==> config.mk <==
export PLATFORM = sky130hd
export DESIGN_NAME = poly_arith_ctrl
export DESIGN_NICKNAME = d
export VERILOG_FILES = /design/src/rtl/poly_arith_ctrl.sv
export SDC_FILE = /design/constraint.sdc
export NUM_CORES = 1
export LEC_CHECK = 0
export BUFFER_PORTS_ARGS = -buffer_cell sky130_fd_sc_hd__buf_2
export CORE_AREA = 2 2 68 70
export CTS_BUF_LIST = sky130_fd_sc_hd__clkbuf_8 sky130_fd_sc_hd__clkbuf_16
export DETAILED_ROUTE_END_ITERATION = 10
export DIE_AREA = 0 0 70 72
export PLACE_DENSITY = 0.87
export SETUP_SLACK_MARGIN = 0.05
export SYNTH_ARGS = -nofsm -noshare
export SYNTH_HDL_FRONTEND = slang
export SYNTH_SLANG_ARGS = --single-unit
==> constraint.sdc <==
create_clock -name clk -period 3 [get_ports clk]
set_input_delay 0.15 -clock clk [delete_from_list [all_inputs] [get_ports clk]]
set_output_delay 0.15 -clock clk [all_outputs]
set_load 0.01 [all_outputs]
==> src/rtl/poly_arith_ctrl.sv <==
// Sequencer for coefficient-wise modmult/modadd/modsub over RAM-resident
// polynomials: streams A/B read pairs, tracks write-backs, reports done.
module poly_arith_ctrl #(
  parameter int LOGN = 8,
  parameter int PE = 4,
  parameter int NUM_POLY = 4,
  parameter int WB_TIMEOUT = 256,
  localparam int N = 1 << LOGN,
  localparam int WORDS = N / (2 * PE),
  localparam int AW = $clog2(NUM_POLY * WORDS),
  localparam int PW = (NUM_POLY > 1) ? $clog2(NUM_POLY) : 1
) (
  input  logic          clk,
  input  logic          rst,
  input  logic          start,
  input  logic [1:0]    op_in,
  input  logic          swap_in,
  input  logic [PW-1:0] src_a,
  input  logic [PW-1:0] src_b,
  input  logic [PW-1:0] dst,
  input  logic          wb_valid,
  output logic [AW-1:0] raddr,
  output logic [AW-1:0] addr,
  output logic          valid,
  output logic          swap,
  output logic [1:0]    opcode,
  output logic          busy,
  output logic          done,
  output logic          err
);

  localparam int KW = $clog2(2 * WORDS);
  localparam int CW = $clog2(WORDS + 1);
  localparam int TW = $clog2(WB_TIMEOUT + 1);

  typedef enum logic [1:0] {
    IDLE,
    ISSUE,
    DRAIN,
    FIN
  } state_t;

  state_t state;

  logic [KW-1:0] k;
  logic [CW-1:0] cnt;
  logic [TW-1:0] tmo;
  logic [AW-1:0] base_a;
  logic [AW-1:0] base_b;
  logic [AW-1:0] base_d;

  logic [AW-1:0] a_in;
  logic [AW-1:0] b_in;
  logic [AW-1:0] d_in;
  logic          wb_hit;
  logic [CW-1:0] cnt_nx;
  logic [KW-1:0] k_nx;
  logic [AW-1:0] wi_nx;
  logic          last;
  logic [TW-1:0] tmo_inc;
  logic          tmo_hit;

  assign a_in = AW'(src_a) * AW'(WORDS);
  assign b_in = AW'(src_b) * AW'(WORDS);
  assign d_in = AW'(dst) * AW'(WORDS);

  // Strobes beyond a full polynomial are dropped so the count saturates.
  assign wb_hit = busy & wb_valid & (cnt < CW'(WORDS));
  assign cnt_nx = cnt + CW'(wb_hit);

  assign k_nx = k + 1'b1;
  assign wi_nx = AW'(k_nx >> 1);
  assign last = (k == KW'(2 * WORDS - 1));

  assign tmo_inc = tmo + 1'b1;
  assign tmo_hit = !wb_valid && (tmo_inc == TW'(WB_TIMEOUT));

  always_ff @(posedge clk) begin
    if (rst) begin
      state  <= IDLE;
      k      <= '0;
      cnt    <= '0;
      tmo    <= '0;
      base_a <= '0;
      base_b <= '0;
      base_d <= '0;
      raddr  <= '0;
      addr   <= '0;
      valid  <= 1'b0;
      swap   <= 1'b0;
      opcode <= 2'd0;
      busy   <= 1'b0;
      done   <= 1'b0;
      err    <= 1'b0;
    end else begin
      done <= 1'b0;
      err  <= 1'b0;
      unique case (state)
        IDLE: begin
          cnt    <= '0;
          tmo    <= '0;
          valid  <= 1'b0;
          busy   <= 1'b0;
          swap   <= 1'b0;
          opcode <= 2'd0;
          if (start) begin
            if (op_in == 2'd0) begin
              err <= 1'b1;
            end else begin
              state  <= ISSUE;
              busy   <= 1'b1;
              valid  <= 1'b1;
              opcode <= op_in;
              swap   <= swap_in;
              base_a <= a_in;
              base_b <= b_in;
              base_d <= d_in;
              raddr  <= a_in;
              addr   <= d_in;
              k      <= '0;
            end
          end
        end
        ISSUE: begin
          cnt <= cnt_nx;
          tmo <= TW'(1);
          if (last) begin
            state <= DRAIN;
            valid <= 1'b0;
          end else begin
            k     <= k_nx;
            raddr <= (k_nx[0] ? base_b : base_a) + wi_nx;
            addr  <= base_d + wi_nx;
          end
        end
        DRAIN: begin
          cnt <= cnt_nx;
          if (cnt_nx == CW'(WORDS)) begin
            state <= FIN;
            done  <= 1'b1;
            busy  <= 1'b0;
          end else if (tmo_hit) begin
            state  <= IDLE;
            err    <= 1'b1;
            busy   <= 1'b0;
            swap   <= 1'b0;
            opcode <= 2'd0;
          end else begin
            tmo <= wb_valid ? TW'(1) : tmo_inc;
          end
        end
        FIN: begin
          state  <= IDLE;
          swap   <= 1'b0;
          opcode <= 2'd0;
        end
      endcase
    end
  end

endmodule

==> reports/metrics.csv, run 1 <==
stage;metric;value;unit
run_status;status;finished, final reports clean;
clock_network;CTS tree;done;
logic_synthesis;Syn Nets;301;
floorplanning;# rows;24;
logic_synthesis;Mapped Area;2360;µm²
worst_hold_path;HP Start;src_b[0];
routing;post-route ant nets;0;
clock_network;Root Buffer;clkbuf_8;
placement;GPL Wtd Cong;0.851;
floorplanning;Die W;70;µm
job;max cap viols;0;
clock_network;Post-CTS Setup Bufs;0;
timing;final hold vios;0;
logic_synthesis;top cells by count, synth;40 x dfxtp_1, 30 x nor2_1, 17 x a21oi_1, 17 x nand2_1, 17 x nand3_1;
floorplanning;io pins;34;
timing;Fmax;402;MHz
timing;fin. max-slew vios;0;
worst_setup_path;Worst R2R Start;cnt[5];
clock_network;TritonCTS Sinks;40;
floorplanning;Core ar.;4260;µm²
grt;initial antenna violation count;0;
routing;First DRT Iteration DRCs;208;
logic_synthesis;#FFs+latches synth;40;
worst_setup_path;CP cell instances;and3b_1 > ha_1 > ha_1 > nor3_1 > a31oi_1 > a2111o_1 > a41oi_1 > o21ai_0 > a21oi_1;
worst_setup_path;Setup crit start;cnt[5];
worst_setup_path;CP Max Fanout;6;
routing;DRC violations left;0;
timing;Final Critical Period;2490;ps
timing;Clock Skew;3.74;ps
logic_synthesis;top post-synthesis cells by area;dfxtp_1 34%, ha_1 6.4%, nor2_1 4.8%, mux2i_1 3.8%, buf_4 3.8%;
logic_synthesis;post-synth top area share;34.0;%
logic_synthesis;number of flops mapped to enable cells by yosys;0;
logic_synthesis;Most used DFF post-synth;dfxtp_1;
logic_synthesis;library cells used by synthesis;55;
logic_synthesis;share of async-settable or async-resettable flops after synthesis;0;%
grt;GR Util All Layers;19.4;%
logic_synthesis;count leader, synth;dfxtp_1;
worst_setup_path;Largest stage delay, worst path;450;ps
grt;vias in the first global route;1790;
final_layout;fraction of layout cells with a size suffix above 1;19.0;%
power;Psw;535;µW
power;PwrDens;621;nW/µm²
power;Sw Ratio;33.6;%
timing;# setup viols final;0;
final_layout;Total Nets Final;318;
timing;unrepaired setup endpoints after global routing;no;
routing;DR pass1 iterations;4;
worst_setup_path;CP arrival;2710;ps
floorplanning;Initial Utilization;55.3;%
clock_network;H-tree Lvls;2;
worst_setup_path;critical path startpoint category;flip-flop;
final_layout;Final Core Density;60.0;%
power;Leak Pwr;0.00103;µW
clock_network;Clock Path Buffers;2;
logic_synthesis;top cell type by total area after synthesis;dfxtp_1;
logic_synthesis;number of warning messages in the yosys log;0;
timing;final worst slack;512;ps
routing;WL final;4900;µm
worst_setup_path;Critical Path RT;3220;ps
timing;Tcrit/Tclk final;82.9;%
worst_setup_path;critical path class;reg2reg;
power;part of the power in combinational logic;32.0;%
routing;WL/cell;14.2;µm
logic_synthesis;syn_area_per_cell;8.54;µm²
routing;vias per cell;5.97;
logic_synthesis;post-synthesis sequential area ratio;34.0;%
logic_synthesis;Synth Instances;276;
placement;Post-DP HPWL;3540;µm
timing;Post-Route Setup TNS;0;ps
placement;dpl ws;530;ps
routing;via count;2066;
floorplanning;full die area;5040;µm²
worst_setup_path;slowest CP cell;a2111o_1;
placement;port bufs;33;
power;Clock Power Share;26.9;%
clock_network;clk_lat worst skew;290;ps
grt;largest net degree at the start of global routing;30;
final_layout;Layout area overhead;8.49;%
grt;total gr overflow;0;
worst_setup_path;cell mode on critical path;ha_1;
timing;max_slew headroom;39.1;%
clock_network;hold-fix buffers at CTS;0;
power;sequential power share;41.1;%
floorplanning;Die Y;72;µm
power;Cell Int Power;1050;µW
clock_network;cts bufs inserted;5;
final_layout;Antenna diodes;0;
power;Max IR drop VDD;0.324;mV
power;Overall Power;1590;µW
worst_hold_path;hold crit path type;in2reg;
clock_network;clock-pin slew on the worst setup and hold paths;80;ps
timing;actual slew at the worst max-slew pin;910;ps
final_layout;# fillers;376;
grt;global-route wire length before repair;7930;µm
worst_setup_path;Setup crit end kind;flip-flop;
clock_network;CTS resizes;0;
[registers in the layout (all words and copies together) (netlist names), 2 cells and up]
signal,count
cnt,6
base_b,2
base_a,2
addr,2
tmo,9
base_d,2
raddr,7
state,2
opcode,2
[layout by cell type, fill, tap and decap left out, types with 2 or more instances in the layout]
cell type   n
dfxtp_1    40
inv_1       6
xor2_1      5
nand2b_1    8
o21ai_0    13
nand4_1     4
and3_1      3
buf_2      33
xnor2_1     3
ha_1       12
a31oi_1    10
nand3b_1    2
mux2i_1     9
mux2_2      2
clkbuf_8    5
a21oi_1    17
buf_4       2
or3_1       3
a21o_1      4
a211oi_1    5
o21ai_1     2
nand2_1    17
nor3_1      7
nand3_1    17
a41oi_1     3
nor2_1     30
a22o_1      2
nor2b_1     3
[layout make-up]
| type | count | area, µm² | share of cell area, % |
|---|---|---|---|
| inverters | 5 | 18.8 | 0.734 |
| clock inverters | 3 | 38.8 | 1.52 |
| flip-flops and latches | 40 | 801 | 31.3 |
| multi-input cells | 206 | 1390 | 54.2 |
| clock buffers | 5 | 68.8 | 2.69 |
| well taps | 52 | 65.1 | 2.54 |
| repair buffers | 35 | 180 | 7.05 |
[critical path, delay by kind of cell (launching register included)]
kind                       cells  cell delay [ps]
adders and majority gates      2              420
AOI/OAI and AO/OA              5             1200
and+or+nand+nor                2              370
DFF                            1              420
[logic make-up (layout without fill, tap and decap cells)]
| family | after synthesis | in the layout | synth area share, % |
|---|---|---|---|
| xor+xnor | 8 | 8 | 2.97 |
| fa+ha+maj | 12 | 12 | 6.37 |
| flops | 40 | 40 | 34.0 |
| mux | 11 | 11 | 4.78 |
| buf+inv | 30 | 48 | 7.27 |
| compound gates | 71 | 71 | 21.9 |
| simple gates | 104 | 104 | 22.7 |
[layer usage]
layer | share of wire, % | vias to the layer above | track usage (%)
li1 | - | 1020 | -
met1 | 46 | 980 | 24.7
met2 | 48 | 60 | 31.9
met3 | 4.7 | 6 | 4.72
met4 | 1.2 | 0 | 7.69
met5 | 0 | - | 0
[metrics by stage]
stage / cells / instance area [µm²] / hold WS, ps
finish: 346 / 2560 / 86.4
global route: 346 / 2560 / 79.7
CTS: 346 / 2560 / 87.7
detailed placement: 338 / 2450 / 391
global placement: 338 / 2450 / 385
floorplan: 276 / 2360 / 294
[power by group through the flow]
stage,Clock [µW],Sequential [µW],Combinational (µW)
2_1_floorplan,0,669,364
3_3_place_gp,0,661,496
3_5_place_dp,0,666,508
4_1_cts,439,653,510
5_1_grt,463,663,557
6_report,428,652,508
[worst paths after layout]
kind	to	cells past startpoint	slack [ps]
setup / recovery	opcode[0]	9	510
hold / removal	base_b[5]	3	90
setup reg to reg	opcode[0]	9	510
hold reg to reg	swap	2	470
Power figures use the tool's default switching activity.
==> run 2, diff against run 1 <==
==> constraint.sdc (replaced) <==
create_clock -name clk -period 2.5 [get_ports clk]
set_input_delay 0.125 -clock clk [delete_from_list [all_inputs] [get_ports clk]]
set_output_delay 0.125 -clock clk [all_outputs]
set_load 0.01 [all_outputs]
==> run 2 against run 1 <==
Effect of this change:
- die area unchanged
- combinational power increased by 32%
- global-route usage increased by 1.7 points
- hold slack got worse by 27 ps
==> reports/metrics.csv, run 2 (synthesis gave the netlist of run 1 again) <==
stage;metric;value;unit
run_status;status;finished, final reports clean;
timing;unrepaired setup endpoints after global routing;yes;
routing;DR pass1 iterations;4;
power;PwrDens;755;nW/µm²
timing;max_slew headroom;55.7;%
floorplanning;Die Y;72;µm
placement;Post-DP HPWL;3630;µm
routing;post-route ant nets;0;
worst_setup_path;CP top delay family;compound AO/OA/AOI/OAI gates;
final_layout;Multi-input gate area;1420;µm²
final_layout;Total Nets Final;326;
final_layout;commonest non-fill, non-tap cells in the layout;38 x dfxtp_1, 33 x buf_2, 30 x nor2_1, 17 x nand3_1, 17 x nand2_1;
timing;worst hold slack;59.5;ps
routing;WL/cell;15.2;µm
final_layout;biggest regs;tmo x9, raddr x7, cnt x6;
worst_setup_path;Largest stage delay, worst path;450;ps
worst_setup_path;critical path startpoint category;flip-flop;
worst_hold_path;hold crit path type;in2reg;
grt;global-route wire length before repair;8710;µm
timing;Clock Skew;5.10;ps
floorplanning;Initial Utilization;55.3;%
worst_setup_path;CP cell instances;ha_2 > nand3_2 > or3_4 > a221oi_4 > a211oi_2 > a41oi_1 > a31oi_1;
placement;port bufs;33;
worst_setup_path;Buf+Inv Stages, Crit Path;0;
timing;final hold vios;0;
floorplanning;# rows;24;
clock_network;hold-fix buffers at CTS;0;
grt;total gr overflow;0;
placement;GPL Wtd Cong;0.808;
floorplanning;Core ar.;4260;µm²
clock_network;Root Buffer;clkbuf_8;
clock_network;clk_lat worst skew;300;ps
worst_setup_path;slowest CP cell;dfxtp_1;
final_layout;max FFs per register;9;
timing;actual slew at the worst max-slew pin;663;ps
routing;DRC violations left;0;
clock_network;clock-pin slew on the worst setup and hold paths;90;ps
clock_network;CTS tree;done;
clock_network;cts bufs inserted;5;
routing;First DRT Iteration DRCs;197;
clock_network;TritonCTS Sinks;40;
routing;vias per cell;5.91;
job;max cap viols;0;
worst_setup_path;CP arrival;2560;ps
grt;largest net degree at the start of global routing;29;
clock_network;Clock Path Buffers;2;
final_layout;Biggest register;tmo;
final_layout;leading cell type in the layout, fill and taps excluded;dfxtp_1;
clock_network;H-tree Lvls;2;
final_layout;# fillers;360;
floorplanning;full die area;5040;µm²
grt;initial antenna violation count;0;
worst_setup_path;Setup crit end kind;flip-flop;
timing;Fmax;419;MHz
timing;Tcrit/Tclk final;95.5;%
power;Max IR drop VDD;0.480;mV
timing;Final Critical Period;2390;ps
final_layout;Sequential Area;803;µm²
final_layout;Antenna diodes;0;
worst_setup_path;Critical Path RT;2680;ps
floorplanning;Die W;70;µm
routing;WL final;5390;µm
grt;vias in the first global route;2000;
routing;via count;2092;
power;Overall Power;2010;µW
final_layout;fraction of layout cells with a size suffix above 1;24.2;%
timing;# setup viols final;0;
grt;GR Util All Layers;21.1;%
floorplanning;io pins;34;
final_layout;Layout area overhead;12.8;%
timing;fin. max-slew vios;0;
worst_setup_path;critical path class;reg2reg;
power;Leak Pwr;0.00107;µW
worst_setup_path;CP Max Fanout;7;
-- run 2: repair_timing --
item / CTS / global route
buffers inserted: 0 / 2
hold endpoints to repair: 0 / 0
pin swaps: 0 / 1
gates resized for setup: 1 / 8
endpoints found under the setup margin: 5 / 12
-- run 2: final timing paths --
check | end | slack, ps | cells past startpoint | start
worst max-delay path | tmo[3] | 110 | 7 | tmo[1]
worst min-delay path | base_b[6] | 60 | 3 | src_b[1]
worst max register to register | tmo[3] | 110 | 7 | tmo[1]
worst min register to register | swap | 480 | 2 | swap
-- run 2: layer usage --
metal  GRT usage, %  vias to the layer above  part of all wire [%]
met5              0                        -                     0
met4           9.62                        0                   2.8
met3           4.44                       13                   4.4
met2           36.2                       63                    49
met1           25.6                      978                    43
li1               -                     1038                     -
-- run 2: where the power goes --
group / switching, µW / total (µW) / internal, µW
clock network: 249 / 550 / 301
registers: 70.2 / 786 / 716
logic: 380 / 671 / 291
total: 699 / 2010 / 1310
-- run 2: tightest hold or removal path: stages --
cell,delay (ps)
buf_2,80
mux2i_1,50
nor2_1,70
-- run 2: area by class of cell --
type,count,share of cell area (%)
multi-input combinational,206,53.3
sequential,40,30.2
timing repair buffer,43,9.04
clock buffer,5,2.59
tap,52,2.45
clock inverter,3,1.74
inverter,5,0.706
-- run 2: through the flow --
step / cells / util (%) / instance area, µm² / setup slack (ps) / setup TNS, ps
2_1_floorplan: 276 / - / 2360 / 306 / 0
3_3_place_gp: 344 / 58.5 / 2490 / 59.9 / 0
3_5_place_dp: 344 / 58.5 / 2490 / -84.2 / -207
4_1_cts: 352 / 61.3 / 2620 / 100 / 0
5_1_grt: 354 / 62.4 / 2660 / 5.38 / 0
6_report: 354 / 62.4 / 2660 / 114 / 0
